==> config.mk <==
export PLATFORM = sky130hd
export DESIGN_NAME = intr_claim_ctrl_flat
export DESIGN_NICKNAME = d
export VERILOG_FILES = /design/src/rtl/intr_claim_ctrl_if.sv /design/src/rtl/intr_claim_ctrl.sv /design/src/flat_wrapper.sv
export SDC_FILE = /design/constraint.sdc
export NUM_CORES = 1
export LEC_CHECK = 0
export ABC_AREA = 1
export CAP_MARGIN = 20
export CORE_MARGIN = 4
export CORE_UTILIZATION = 45
export DETAILED_ROUTE_END_ITERATION = 8
export PLACE_DENSITY = 0.78
export RECOVER_POWER = 25
export SLEW_MARGIN = 20
export SYNTH_ARGS = -nofsm -noshare
export SYNTH_HDL_FRONTEND = slang
export SYNTH_SLANG_ARGS = --single-unit
==> constraint.sdc <==
create_clock -name pclk -period 15.8 [get_ports pclk]
set_input_delay 1.58 -clock pclk [delete_from_list [all_inputs] [get_ports pclk]]
set_output_delay 1.58 -clock pclk [all_outputs]
set_load 0.01 [all_outputs]
==> src/rtl/intr_claim_ctrl_if.sv <==
// CPU-side claim/complete handshake of the interrupt claim controller.
// The CPU drives the master side and the controller sits on the slave side.
interface intr_claim_ctrl_if;
    logic       claim_req;
    logic       claim_ack;
    logic       claim_valid;
    logic [2:0] claim_id;
    logic       complete_req;
    logic [2:0] complete_id;

    modport master (
        output claim_req, complete_req, complete_id,
        input  claim_ack, claim_valid, claim_id
    );

    modport slave (
        input  claim_req, complete_req, complete_id,
        output claim_ack, claim_valid, claim_id
    );
endinterface

==> src/rtl/intr_claim_ctrl.sv <==
// 8-source priority interrupt controller with nested preemption and a
// claim/complete handshake. Edge-triggered pending bits feed a max-priority winner.
module intr_claim_ctrl (
    input  logic              pclk,
    input  logic              preset_n,
    input  logic [7:0]        irq_req,
    input  logic [23:0]       prio_cfg,
    input  logic [2:0]        threshold,
    input  logic              I_flag,
    output logic              intr_ev,
    output logic [7:0]        pending,
    output logic [7:0]        in_service,
    intr_claim_ctrl_if.slave  cpu
);
    localparam int NUM_SRC = 8;

    typedef enum logic [1:0] {S_IDLE, S_ACK, S_HOLD} state_t;

    state_t                         r_state, w_state_nxt;
    logic [NUM_SRC-1:0]             r_irq_prev, r_pending, r_in_service;
    logic                           r_intr_ev;
    logic                           r_win_vld;
    logic [2:0]                     r_win_id;

    logic [NUM_SRC-1:0][2:0]        w_prio;
    logic [NUM_SRC-1:0]             w_rise, w_elig;
    logic [NUM_SRC-1:0]             w_grant_mask, w_cmp_mask;
    logic [2:0]                     w_run_prio, w_win_prio, w_win_id;
    logic                           w_win_vld, w_grant;

    for (genvar n = 0; n < NUM_SRC; n++) begin : g_src
        assign w_prio[n] = prio_cfg[3*n +: 3];
        assign w_elig[n] = r_pending[n] & ~r_in_service[n] & (w_prio[n] != 3'd0)
                         & (w_prio[n] > threshold) & (w_prio[n] > w_run_prio);
    end

    assign w_rise = irq_req & ~r_irq_prev;

    always_comb begin
        w_run_prio = '0;
        for (int n = 0; n < NUM_SRC; n++)
            if (r_in_service[n] && w_prio[n] > w_run_prio)
                w_run_prio = w_prio[n];
    end

    // Strict '>' keeps the lowest index on a priority tie.
    always_comb begin
        w_win_prio = '0;
        w_win_id   = '0;
        for (int n = 0; n < NUM_SRC; n++)
            if (w_elig[n] && w_prio[n] > w_win_prio) begin
                w_win_prio = w_prio[n];
                w_win_id   = 3'(n);
            end
    end

    assign w_win_vld = |w_elig;

    always_ff @(posedge pclk or negedge preset_n) begin
        if (!preset_n) r_state <= S_IDLE;
        else           r_state <= w_state_nxt;
    end

    always_comb begin
        w_state_nxt     = r_state;
        cpu.claim_ack   = 1'b0;
        cpu.claim_valid = 1'b0;
        cpu.claim_id    = '0;
        w_grant         = 1'b0;
        case (r_state)
            S_IDLE: if (cpu.claim_req) w_state_nxt = S_ACK;
            S_ACK: begin
                cpu.claim_ack   = 1'b1;
                cpu.claim_valid = r_win_vld;
                cpu.claim_id    = r_win_vld ? r_win_id : 3'd0;
                w_grant         = r_win_vld;
                w_state_nxt     = S_HOLD;
            end
            S_HOLD: if (!cpu.claim_req) w_state_nxt = S_IDLE;
            default: w_state_nxt = S_IDLE;
        endcase
    end

    // Winner is frozen at the claim so config changes during ACK cannot retarget it.
    always_ff @(posedge pclk or negedge preset_n) begin
        if (!preset_n) begin
            r_win_vld <= 1'b0;
            r_win_id  <= '0;
        end else if (r_state == S_IDLE && cpu.claim_req) begin
            r_win_vld <= w_win_vld;
            r_win_id  <= w_win_id;
        end
    end

    assign w_grant_mask = w_grant          ? (NUM_SRC'(1) << r_win_id)        : '0;
    assign w_cmp_mask   = cpu.complete_req ? (NUM_SRC'(1) << cpu.complete_id) : '0;

    // A new edge wins over a claim clear; grant wins over a same-cycle complete.
    always_ff @(posedge pclk or negedge preset_n) begin
        if (!preset_n) begin
            r_irq_prev   <= '0;
            r_pending    <= '0;
            r_in_service <= '0;
            r_intr_ev    <= 1'b0;
        end else begin
            r_irq_prev   <= irq_req;
            r_pending    <= (r_pending & ~w_grant_mask) | w_rise;
            r_in_service <= (r_in_service & ~w_cmp_mask) | w_grant_mask;
            r_intr_ev    <= I_flag & w_win_vld;
        end
    end

    assign intr_ev    = r_intr_ev;
    assign pending    = r_pending;
    assign in_service = r_in_service;
endmodule
==> src/flat_wrapper.sv <==
// flat-port wrapper written by rule: the top's interface ports become plain ports
module intr_claim_ctrl_flat 
  (pclk, preset_n, irq_req, prio_cfg, threshold, I_flag, intr_ev, pending, in_service, cpu_claim_req, cpu_complete_req, cpu_complete_id, cpu_claim_ack, cpu_claim_valid, cpu_claim_id);
  intr_claim_ctrl_if cpu_i ();
  input  logic pclk;
  input  logic preset_n;
  input  logic [7:0] irq_req;
  input  logic [23:0] prio_cfg;
  input  logic [2:0] threshold;
  input  logic I_flag;
  output logic intr_ev;
  output logic [7:0] pending;
  output logic [7:0] in_service;
  input wire logic [$bits(cpu_i.claim_req)-1:0] cpu_claim_req;
  input wire logic [$bits(cpu_i.complete_req)-1:0] cpu_complete_req;
  input wire logic [$bits(cpu_i.complete_id)-1:0] cpu_complete_id;
  output wire logic [$bits(cpu_i.claim_ack)-1:0] cpu_claim_ack;
  output wire logic [$bits(cpu_i.claim_valid)-1:0] cpu_claim_valid;
  output wire logic [$bits(cpu_i.claim_id)-1:0] cpu_claim_id;
  assign cpu_i.claim_req = cpu_claim_req;
  assign cpu_i.complete_req = cpu_complete_req;
  assign cpu_i.complete_id = cpu_complete_id;
  assign cpu_claim_ack = cpu_i.claim_ack;
  assign cpu_claim_valid = cpu_i.claim_valid;
  assign cpu_claim_id = cpu_i.claim_id;
  intr_claim_ctrl u_core (.pclk(pclk), .preset_n(preset_n), .irq_req(irq_req), .prio_cfg(prio_cfg), .threshold(threshold), .I_flag(I_flag), .intr_ev(intr_ev), .pending(pending), .in_service(in_service), .cpu(cpu_i));
endmodule
==> flow_summary.toml <==
[hold_path]
min_to = "u_core.pending[6]"
holdCritStartpoint = "u_core.r_irq_prev[6]"
hold_path.class = "reg2reg"
hold_depth = 1

[yosys]
muxShareOfSynthArea_pct = 0
postSynthCellCount = 558
ys_ff_latch = 31
synth_area_leaders = "dfrtp_1 20%, ha_1 18%, nand2_1 10%"
yosysTopAreaCellShare_pct = 20.49
yosys_warnings = 0
synthAdderAreaFrac_pct = 18.11
synth_area_per_cell_sq_um = 6.785
synth_top_family_by_area = "simple AND/OR/NAND/NOR gates"
synth.distinct_cells = 38
async_flop_share_pct = 100.0
synth_area_sq_um = 3786
yosys.area_share.simple_pct = 34.40
synth.largest_area_cell = "dfrtp_1"
synth_compound_area_share_pct = 16.79
synth_edf_count = 0
ys_seq_area_share_pct = 20.49
syn_nets = 655
synth_flop_cell = "dfrtp_1"
synth_xor_area_share_pct = 0

[place]
dp_hpwl_microns = 8960
portBuffers = 64
dp_slack_ps = -1904
gp_congestion = 0.8975

[sta]
post-route-period-util_pct = 98.80
setup_ws_ps = 189.9
setup_viol = 0
period_minus_slack_ps = 15610
fmax_mhz = 64.06
worstMarginPinSlew_ps = 1589
setup-tns-final_ps = 0
maxSlewViolCount = 32
rsz0062_at_grt = "yes"
slew_headroom_pct = -5.904
hold_slack_ps = 411.2
hold_viol = 0
skew_ps = 2.648

[layout]
antenna_cells = 0
utilization_pct = 71.31
fin_nets = 815
syn_to_final_growth_pct = 54.76
drive_above_1_share_pct = 32.13
fillers = 592

[global_route]
grt_util_all_layers_pct = 23.46
grt.overflow.total = 0
grt_pass1_wl_microns = 19230
antenna_found_initial = 0
grt_pass1_vias = 4372
grt_max_degree = 32

[critical_path]
critPathCaptureType = "flop"
slowest_stage = "ha_1"
r2r_cells = 109
critPathBufInv = 13
critPathMaxStageDelay_ps = 320
crit_family = "simple AND/OR/NAND/NOR gates"
crit_required_ps = 15970
r2r_start = "u_core.in_service[0]"
r2r_setup_slack_ps = 1120
start_kind = "primary input"
critical_path_arrival_ps = 15780
cpMostUsedCell = "nand2_2"
critPathMaxFanout = 6
cp.depth = 114
worst-setup-path-type = "in2reg"
r2r_end = "u_core.r_win_id[2]"

[floorplan]
initial_utilization_pct = 46.08
rows = 33
dieArea_sq_um = 9945
core_sq_um = 8217
pin_count = 65
dieWidth_microns = 99.73
die-height_microns = 99.73

[power_and_ir_drop]
vdd_drop_max_v = 0.0001509
power.density_nw_per_um2 = 230.7
p_leak_uw = 0.002955
fin_total_pwr_uw = 1352

[status]
violations = "max-capacitance violations, max-slew violations"
status = "finished with violations"

[route]
ant_nets = 0
post_drt_via_cell_ratio = 5.684
wl_microns = 13630
drt_iter0_markers = 310
first_pass_iters = 6
drc_errors = 0
vias = 4684
wl_per_cell_microns = 16.54

[clocking]
cts_inserted_buffers = 5
clk_pin_slew_ps = 60
cts_buffer_depth = 2
htreeDepth = 2
cts_root_buf = "clkbuf_8"
clock_latency_ps = 280
cts_tree = "built"
cts_sinks = 31

[flow_run]
max-cap-violations = 1
where the power goes:
group / switching (uW) / total (uW) / internal [uW]
combinational: 633 / 1150 / 517
clock: 27.4 / 67.1 / 39.7
sequential: 30.8 / 135 / 104
logic make-up after synthesis:
group	after synthesis
compound gates	110
fa+ha+maj	55
buf+inv	103
flops	31
simple gates	259
cell usage in the layout, fill, tap and decap left out, types with 7 or more instances in the layout:
| master | Yosys | layout |
|---|---|---|
| inv_1 | 94 | 88 |
| nand3_2 | 11 | 13 |
| dlygate4sd3_1 | 0 | 10 |
| clkbuf_8 | 0 | 7 |
| o21ai_1 | 5 | 7 |
| ha_1 | 54 | 43 |
| buf_4 | 0 | 85 |
| nand2_1 | 105 | 84 |
| ha_4 | 0 | 11 |
| nor2_1 | 41 | 38 |
| a21oi_1 | 23 | 21 |
| nand2_4 | 6 | 14 |
| dfrtp_1 | 31 | 31 |
| o21ai_2 | 0 | 11 |
| nand3_1 | 51 | 45 |
| inv_2 | 7 | 13 |
| clkdlybuf4s50_1 | 0 | 48 |
| nand2_2 | 23 | 36 |
| o21ai_0 | 51 | 33 |
flip-flops by register name (all words and copies together), names as in the netlist:
name,count
u_core.in_service,8
u_core.intr_ev,1
u_core.pending,8
u_core.r_irq_prev,8
u_core.r_state,2
u_core.r_win_id,3
u_core.r_win_vld,1
metrics by stage:
step	area (sq um)	std cells
final	5859	824
after global routing	5859	824
after CTS	5315	807
after detailed placement	5035	790
after global placement	5035	790
after floorplan	3790	558
cells in the mapped netlist, types with 3 or more instances:
cell and number:
nand2_1 105, inv_1 94, ha_1 54, nand3_1 51, o21ai_0 51, nor2_1 41
dfrtp_1 31, a21oi_1 23, nand2_2 23, nand3_2 11, inv_2 7, nand2_4 6
nand4_1 6, o21ai_1 5, a211oi_1 4, a311oi_1 4, o22ai_1 4, or2_2 4
a31oi_1 3, and2_1 3, nand4_2 3, o211ai_1 3
area by class of cell:
cell class	count	area, sq um	share of cell area [%]
inverters	103	386.6	6.598
well taps	105	131.4	2.242
flip-flops and latches	31	775.7	13.24
multi-input cells	424	3141	53.60
repair buffers	153	1325	22.61
clock buffers	8	100.1	1.708
repair_timing:
item,4_1_cts,5_1_grt
buffers inserted,9,18
cloned,0,0
setup endpoints to repair,3,3
hold buffers,0,0
gates resized for setup,39,101
pin swaps,18,63
per-layer routing:
metal | routed length (microns) | part of all wire, % | vias up | global-route usage, %
met5 | 0 | 0 | - | 0
met4 | 631 | 4.6 | 0 | 8.298
met3 | 781 | 5.7 | 60 | 2.665
met2 | 6886 | 51 | 208 | 43.20
met1 | 5330 | 39 | 2216 | 27.86
li1 | - | - | 2200 | -
worst register-to-register path: cells and delay by family, from the launching register on:
kind,cells,cell delay (ps)
compound gates,26,3170
fa+ha+maj,15,4150
buf+inv,10,690
flops,1,430
simple gates,58,6140
worst max path at each step:
stage / start / to
6_report: prio_cfg[0] / u_core.r_win_id[2]
5_1_grt: prio_cfg[0] / u_core.r_win_id[2]
4_1_cts: prio_cfg[3] / u_core.r_win_id[2]
3_5_place_dp: prio_cfg[2] / u_core.r_win_id[2]
3_3_place_gp: prio_cfg[2] / u_core.r_win_id[2]
2_1_floorplan: prio_cfg[2] / u_core.r_win_id[2]
Note: power is estimated with default switching activity, not from simulation.
